<file path="config.mk">
export PLATFORM = sky130hd
export DESIGN_NAME = serial_sub_ctrl
export DESIGN_NICKNAME = d
export VERILOG_FILES = /design/src/rtl/serial_sub_ctrl_pkg.sv /design/src/rtl/fullsubs.sv /design/src/rtl/serial_sub_ctrl.sv
export SDC_FILE = /design/constraint.sdc
export NUM_CORES = 1
export LEC_CHECK = 0
export ABC_AREA = 1
export CAP_MARGIN = 10
export CORE_MARGIN = 2
export CORE_UTILIZATION = 30
export DETAILED_ROUTE_END_ITERATION = 8
export GPL_TIMING_DRIVEN = 0
export PLACE_DENSITY = 0.56
export SLEW_MARGIN = 5
export SYNTH_ARGS = -nofsm -noshare
export SYNTH_HDL_FRONTEND = slang
export SYNTH_SLANG_ARGS = --single-unit
</file>
<file path="constraint.sdc">
create_clock -name clk -period 2.02 [get_ports clk]
set_input_delay 0.303 -clock clk [delete_from_list [all_inputs] [get_ports clk]]
set_output_delay 0.303 -clock clk [all_outputs]
set_load 0.01 [all_outputs]
</file>
<file path="src/rtl/serial_sub_ctrl_pkg.sv">
// serial_sub_ctrl_pkg: shared state encoding and width limits for the serial subtractor
package serial_sub_ctrl_pkg;
  typedef enum logic [1:0] {IDLE = 2'd0, RUN = 2'd1, DONE = 2'd2} state_t;
  localparam int WIDTH_MIN = 2;
  localparam int WIDTH_MAX = 32;
endpackage

</file>
<file path="src/rtl/fullsubs.sv">
// fullsubs: 1-bit full subtractor cell, diff = a - b - c with borrow out
module fullsubs (
  input  logic a,
  input  logic b,
  input  logic c,
  output logic diff,
  output logic borr
);
  assign diff = a ^ b ^ c;
  assign borr = (~a & b) | (~(a ^ b) & c);
endmodule

</file>
<file path="src/rtl/serial_sub_ctrl.sv">
// serial_sub_ctrl: bit-serial LSB-first a - b over WIDTH cycles using one fullsubs cell
module serial_sub_ctrl #(
  parameter int WIDTH = 8
) (
  input  logic             clk,
  input  logic             rst,
  input  logic             start,
  input  logic [WIDTH-1:0] a,
  input  logic [WIDTH-1:0] b,
  output logic             busy,
  output logic             done,
  output logic [WIDTH-1:0] diff,
  output logic             borrow_out
);
  import serial_sub_ctrl_pkg::*;
  localparam int CW = $clog2(WIDTH);
  localparam logic [CW-1:0] LAST = CW'(WIDTH - 1);
  state_t state;
  logic [WIDTH-1:0] a_sh, b_sh, r_sh, r_nxt;
  logic [CW-1:0] cnt;
  logic brw, cell_d, cell_b;
  fullsubs u_cell (
    .a(a_sh[0]),
    .b(b_sh[0]),
    .c(brw),
    .diff(cell_d),
    .borr(cell_b)
  );
  // result fills from the MSB so the word is aligned after WIDTH shifts
  assign r_nxt = {cell_d, r_sh[WIDTH-1:1]};
  assign busy = state != IDLE;
  assign done = state == DONE;
  always_ff @(posedge clk) begin
    if (rst) begin
      state <= IDLE;
      a_sh <= '0;
      b_sh <= '0;
      r_sh <= '0;
      brw <= 1'b0;
      cnt <= '0;
      diff <= '0;
      borrow_out <= 1'b0;
    end else if (state == IDLE) begin
      if (start) begin
        state <= RUN;
        a_sh <= a;
        b_sh <= b;
        brw <= 1'b0;
        cnt <= '0;
      end
    end else if (state == RUN) begin
      a_sh <= a_sh >> 1;
      b_sh <= b_sh >> 1;
      r_sh <= r_nxt;
      brw <= cell_b;
      cnt <= cnt + 1'b1;
      if (cnt == LAST) begin
        state <= DONE;
        diff <= r_nxt;
        borrow_out <= cell_b;
      end
    end else begin
      state <= IDLE;
    end
  end
endmodule

</file>
; After elaboration in Yosys (flattened, before gate mapping)
; Index checks and enable logic that the tools add are counted.
[totals]
inputBits = 19
word_cells = 45
out_inout_bits = 11
register_bits = 39
[op_classes]
n_addsub = 1
eq_ne = 5
n_reduce_logical = 7
mux = 16
n_bitwise = 8
[ops]
columns = operator, count
row1 = 2-to-1 mux 8 bit, 6
row2 = 2-to-1 mux 3 bit, 3
row3 = 2-to-1 mux 2 bit, 4
row4 = AND reduction 2 bit, 3
row5 = nonzero test 2 bit, 2
row6 = "adder 3 x 1 -> 3 bit, second input constant", 1
row7 = "equality test 3 bit, second input constant", 1
row8 = 2-to-1 mux 1 bit, 3
row9 = "inequality test 3 x 2 -> 1 bit, second input constant", 1
row10 = NOT 1 bit, 3
row11 = AND reduction 3 bit, 1
row12 = AND 1 bit, 2
row13 = "equality test 2 x 1 -> 1 bit, second input constant", 1
row14 = "equality test 2 bit, second input constant", 1
row15 = logical NOT 2 bit, 1
row16 = "inequality test 2 bit, second input constant", 1
row17 = bitwise XOR 1 bit, 2
row18 = bitwise OR 1 bit, 1

; Longest topological paths before layout
[depth]
ltp_word = 6
ltp_mapped = 8
mapped_depth_nobuf = 8

; Modules after synthesis
; From an unflattened synthesis, not the netlist that was laid out.
[hier_totals]
cells_unflattened = 234
area_unflattened_um2 = 1761.7
[modules_own_cells]
columns = mod, area_per_inst_um2, n_inst, cells_each, seq_area_each_um2
row1 = serial_sub_ctrl, 1730.4, 1, 230, 760.7
row2 = fullsubs, 31.3, 1, 4, 0.0

; Worst setup path after synthesis
; No wires, ideal clock.
[synth_path]
path_kind = register to register
start = reg cnt[0]
end = reg diff[7]
path_stages_with_launch = 9
required_ps = 1908
path_buffers = 0
setup_slack_ps = 864
setup_ps = 112
arrival_time_ps = 1044
synth_period_minus_slack_ps = 1156
path_cell_list = dfxtp_1 -> ha_1 -> ha_1 -> inv_1 -> nor2_4 -> nand2_1 -> inv_2 -> nand2_1 -> nand2_1
[synth_between]
elab_chain_cells = 2
[synth_lines]
columns = element, line_no
row1 = start: declaration, serial_sub_ctrl.sv:20  ; logic [CW-1:0] cnt;
row2 = start signal: assignment, serial_sub_ctrl.sv:56  ; cnt <= cnt + 1'b1;
row3 = equality test 3 bit, serial_sub_ctrl.sv:57  ; if (cnt == LAST) begin
row4 = AND reduction 3 bit (no source line), --
row5 = end signal: assignment, serial_sub_ctrl.sv:59  ; diff <= r_nxt;
row6 = end: declaration, serial_sub_ctrl.sv:12  ; output logic [WIDTH-1:0] diff,
; Every way passes these cells.
; A chain may end at the register's enable or synchronous reset.

; Worst setup path after layout
[layout_path]
start = reg state[0]
end = out busy
[layout_between]
elab_chain_cells = 1
[layout_lines]
columns = element, line_no
row1 = start: declaration, serial_sub_ctrl.sv:18  ; state_t state;
row2 = start signal: assignment, serial_sub_ctrl.sv:35  ; state <= IDLE;
row3 = start signal: assignment, serial_sub_ctrl.sv:45  ; state <= RUN;
row4 = start signal: assignment, serial_sub_ctrl.sv:58  ; state <= DONE;
row5 = nonzero test 2 bit, serial_sub_ctrl.sv:31  ; assign busy = state != IDLE;
row6 = end: declaration, serial_sub_ctrl.sv:10  ; output logic busy,
; Every way passes these cells.

==> summary.md <==
| Metric | Value |
|---|---|
| Iteration count of the initial detailed-routing pass | `4` |
| Worst-case reg-to-reg path depth | `8` |
| Post-DR vias/cell | `between 4 and 5` |
| Cell-internal power | `1170 uW` |
| # fillers | `637` |
| Worst rel slew slack | `68.1%` |
| Family with the most delay on the worst path | `buffers and inverters` |
| R2R Path End | `diff[7]` |
| Status | `complete, no violations` |
| Avg Inst Size Synth | `approximately 7.1 um2` |
| CTS Buffer Depth | `2` |
| Number of placement rows | `27` |
| H-tree levels | `2` |
| Remaining number of nets flagged by the antenna check after routing | `0` |
| Total vias in the final route | `about 1,600` |
| Top achievable clock speed | `0.522 GHz` |
| Die Y | `80.7 um` |
| Area of the core | `5610 um2` |
| Crit path launch type | `flip-flop` |
| Final cycle utilization of the critical path | `94.9%` |
| Detail-routed net length per standard cell | `10.4 um` |
| Global-route wire length before repair | `between 6000 and 7000 um` |
| TritonCTS buffer count | `5` |
| Antenna violations before repair | `0` |
| Combinational family with the most area after synthesis | `simple AND/OR/NAND/NOR gates` |
| DRC | `0` |
| Maximum number of pins on one net before global-route repair | `11` |
| Post-synthesis instance area | `1770 um2` |
| Die Width | `80.7 um` |
| Max Cap Viol | `0` |
| Synthesized-area fraction occupied by xor and xnor cells | `0%` |
| Antenna diode count | `0` |
| Worst voltage drop across the vdd grid | `between 0.2 and 0.25 mV` |
| Overall global routing resource usage | `12.4%` |
| Startpoint of the worst hold path | `r_sh[2]` |
| Fraction of final layout cells with drive strength greater than 1 | `12.8%` |
| Initial core utilization | `31.5%` |
| Transition time at the pin with the least slew margin | `479 ps` |
| Clk pin slew, worst setup/hold paths | `70 ps` |
| Final number of hold-violating endpoints | `0` |
| Worst path cell trace | `inv_2 -> nand2_2 -> buf_6 -> clkdlybuf4s50_1` |
| Critical path's largest stage delay | `between 500 and 600 ps` |
| Sum Neg Setup Slack | `0 ps` |
| Number of distinct library cells after synthesis | `21` |
| R2R Setup Slk | `720 ps` |
| Critical path type | `reg -> out` |
| Net Count, Synth | `269` |
| Crit. End Element | `output pin` |
| Time the worst path needs with I/O delays and setup | `1920 ps` |
| Critical Path Slowest Stage Cell | `sky130_fd_sc_hd__clkdlybuf4s50_1` |
| Latest clock arrival within the worst-skew pair | `roughly 290 ps` |
| Switching power | `410 uW` |
| Power Density | `707 nW/um2` |
| Cell area after layout | `around 2200 um2` |
| Data arrival at the endpoint of the critical path | `1610 ps` |
| Relative contribution of combinational cells to total power | `15.9%` |
| RSZ-0062 raised after global routing | `false` |
| Worst hold path endpoint | `diff[1]` |
| Multiplexer share of the synthesized area | `0%` |
| Part of the total power dissipated in the clock network | `32.5%` |
| Total I/O pin count | `30` |
| Post-synthesis share of cell area spent on full adders, half adders and majority gates | `2.55%` |
| Global-route congestion overflow total | `0` |
| Worst hold path type | `reg -> reg` |
| Count of endpoints failing setup in the final report | `0` |
| Fraction of the mapped netlist area in compound gates | `12.1%` |
| Simple-gate share of the synthesized area | `30.0%` |
| Number of global-route vias before repair | `1,358` |
| CTS Root Cell | `sky130_fd_sc_hd__clkbuf_8` |
| Worst-path fanout max | `10` |
| Post-route core utilization | `about 40%` |
| Reg2reg start | `cnt[0]` |
| Final count of pins violating max slew | `0` |
| Hold depth | `2` |
| Sequential-to-total area share from yosys stat | `43.1%` |
| Dpl cell area | `around 2100 um2` |
| Required arrival time at the worst endpoint | `1720 ps` |
| Layout Area Growth over Synthesis | `26.4%` |
| Quantity of I/O buffers inserted on ports | `29` |
| Register share of total power | `51.6%` |
| DR iter-0 viols | `slightly below 70` |
| Total number of yosys warnings | `0` |
| CP Buf/Inv Count | `3` |
| CTS hold repair buffers | `0` |
| Full die area | `between 6000 and 7000 um2` |
| Worst hold slack | `459 ps` |
| Net count of the finished layout | `305` |
| Cell count after synthesis | `247` |
| Final HPWL DP | `2610 um` |
| Skew final | `around 3.6 ps` |
| Detailed Route WL | `3680 um` |
| Count of state elements after synthesis | `38` |
| Share of total power consumed by net switching | `26.0%` |
| Final GP Congestion | `roughly 0.74` |
| Number of clock sinks | `38` |
| Clock tree from TritonCTS | `done` |
| Leakage power | `0.00104 uW` |
==> per-layer routing <==
metal / wire length [um] / global-route usage [%] / vias up
li1: - / - / 834
met1: 1950 / 17.7 / 690
met2: 1530 / 17.7 / 29
met3: 170 / 3.93 / 3
met4: 34 / 4.07 / 0
met5: 0 / 0 / -
==> cells by family after synthesis <==
kind of cell / after synthesis
compound gates: 34
flops: 38
simple gates: 125
fa+ha+maj: 3
buf+inv: 47
==> cell type report <==
type | count | area, um2 | area share [%]
timing repair buffer | 29 | 290 | 13.0
tap | 72 | 90.1 | 4.04
buffer | 10 | 77.6 | 3.48
clock buffer | 6 | 82.6 | 3.70
multi-input combinational | 162 | 788 | 35.3
sequential | 38 | 763 | 34.2
inverter | 37 | 139 | 6.23
==> flip-flops by register name, indices dropped and copies added (netlist names) <==
register and cells:
r_sh 7, a_sh 8, cnt 3, borrow_out 1, brw 1, state 2, b_sh 8, diff 8
==> tightest hold or removal path: stages (launching register included) <==
cell and delay (ps):
sky130_fd_sc_hd__dfxtp_1 320, sky130_fd_sc_hd__nand2_1 60, sky130_fd_sc_hd__nand2_1 40
==> how the worst max path moves through the flow <==
stage	end	slack, ps	depth (start not counted)	startpoint
2_1_floorplan	diff[7]	860	8	cnt[0]
3_3_place_gp	b_sh[2]	230	5	rst
3_5_place_dp	b_sh[2]	230	5	rst
4_1_cts	busy	50	4	state[1]
5_1_grt	busy	8	4	state[0]
6_report	busy	100	4	state[0]
==> cells in the mapped netlist, drive strengths merged <==
| library cell | count | area, um2 |
|---|---|---|
| a211oi | 1 | 7.51 |
| a21oi | 20 | 138 |
| buf | 7 | 66.3 |
| clkbuf | 3 | 11.3 |
| dfxtp | 38 | 761 |
| fa | 1 | 20.0 |
| ha | 2 | 25.0 |
| inv | 37 | 139 |
| nand2 | 78 | 308 |
| nand3 | 22 | 110 |
| nor2 | 24 | 105 |
| o21ai | 13 | 68.8 |
| or2 | 1 | 6.26 |
==> power by group through the flow <==
| stage | clock network (uW) | logic (uW) | registers [uW] |
|---|---|---|---|
| final | 513 | 251 | 814 |
| after global routing | 576 | 285 | 819 |
| after CTS | 534 | 254 | 814 |
| after detailed placement | 0 | 253 | 831 |
| after global placement | 0 | 251 | 830 |
| after floorplan | 0 | 175 | 826 |
==> timing repair <==
| item | 4_1_cts | 5_1_grt |
|---|---|---|
| resized for setup | 1 | 1 |
| buffers inserted | 0 | 0 |
| endpoints found under the setup margin | 1 | 1 |
==> through the flow <==
stage | setup WS (ps) | power, uW | std cells
6_report | 103 | 1580 | 354
5_1_grt | 7.87 | 1680 | 354
4_1_cts | 46.6 | 1600 | 354
3_5_place_dp | 228 | 1080 | 348
3_3_place_gp | 231 | 1080 | 348
2_1_floorplan | 864 | 1000 | 247
==> cells in the final DEF, fill, tap and decap left out <==
master                            count
sky130_fd_sc_hd__a211oi_1             1
sky130_fd_sc_hd__a21oi_1             10
sky130_fd_sc_hd__a21oi_2             10
sky130_fd_sc_hd__buf_2                2
sky130_fd_sc_hd__buf_6                5
sky130_fd_sc_hd__clkbuf_1             3
sky130_fd_sc_hd__clkbuf_8             6
sky130_fd_sc_hd__clkdlybuf4s50_1     29
sky130_fd_sc_hd__dfxtp_1             36
sky130_fd_sc_hd__dfxtp_2              2
sky130_fd_sc_hd__fa_1                 1
sky130_fd_sc_hd__ha_1                 2
sky130_fd_sc_hd__inv_1               33
sky130_fd_sc_hd__inv_2                4
sky130_fd_sc_hd__nand2_1             74
sky130_fd_sc_hd__nand2_2              3
sky130_fd_sc_hd__nand2_4              1
sky130_fd_sc_hd__nand3_1             22
sky130_fd_sc_hd__nor2_1              22
sky130_fd_sc_hd__nor2_4               2
sky130_fd_sc_hd__o21ai_0             11
sky130_fd_sc_hd__o21ai_1              1
sky130_fd_sc_hd__o21ai_2              1
sky130_fd_sc_hd__or2_1                1
No activity file was read; power rests on OpenSTA's default activity.
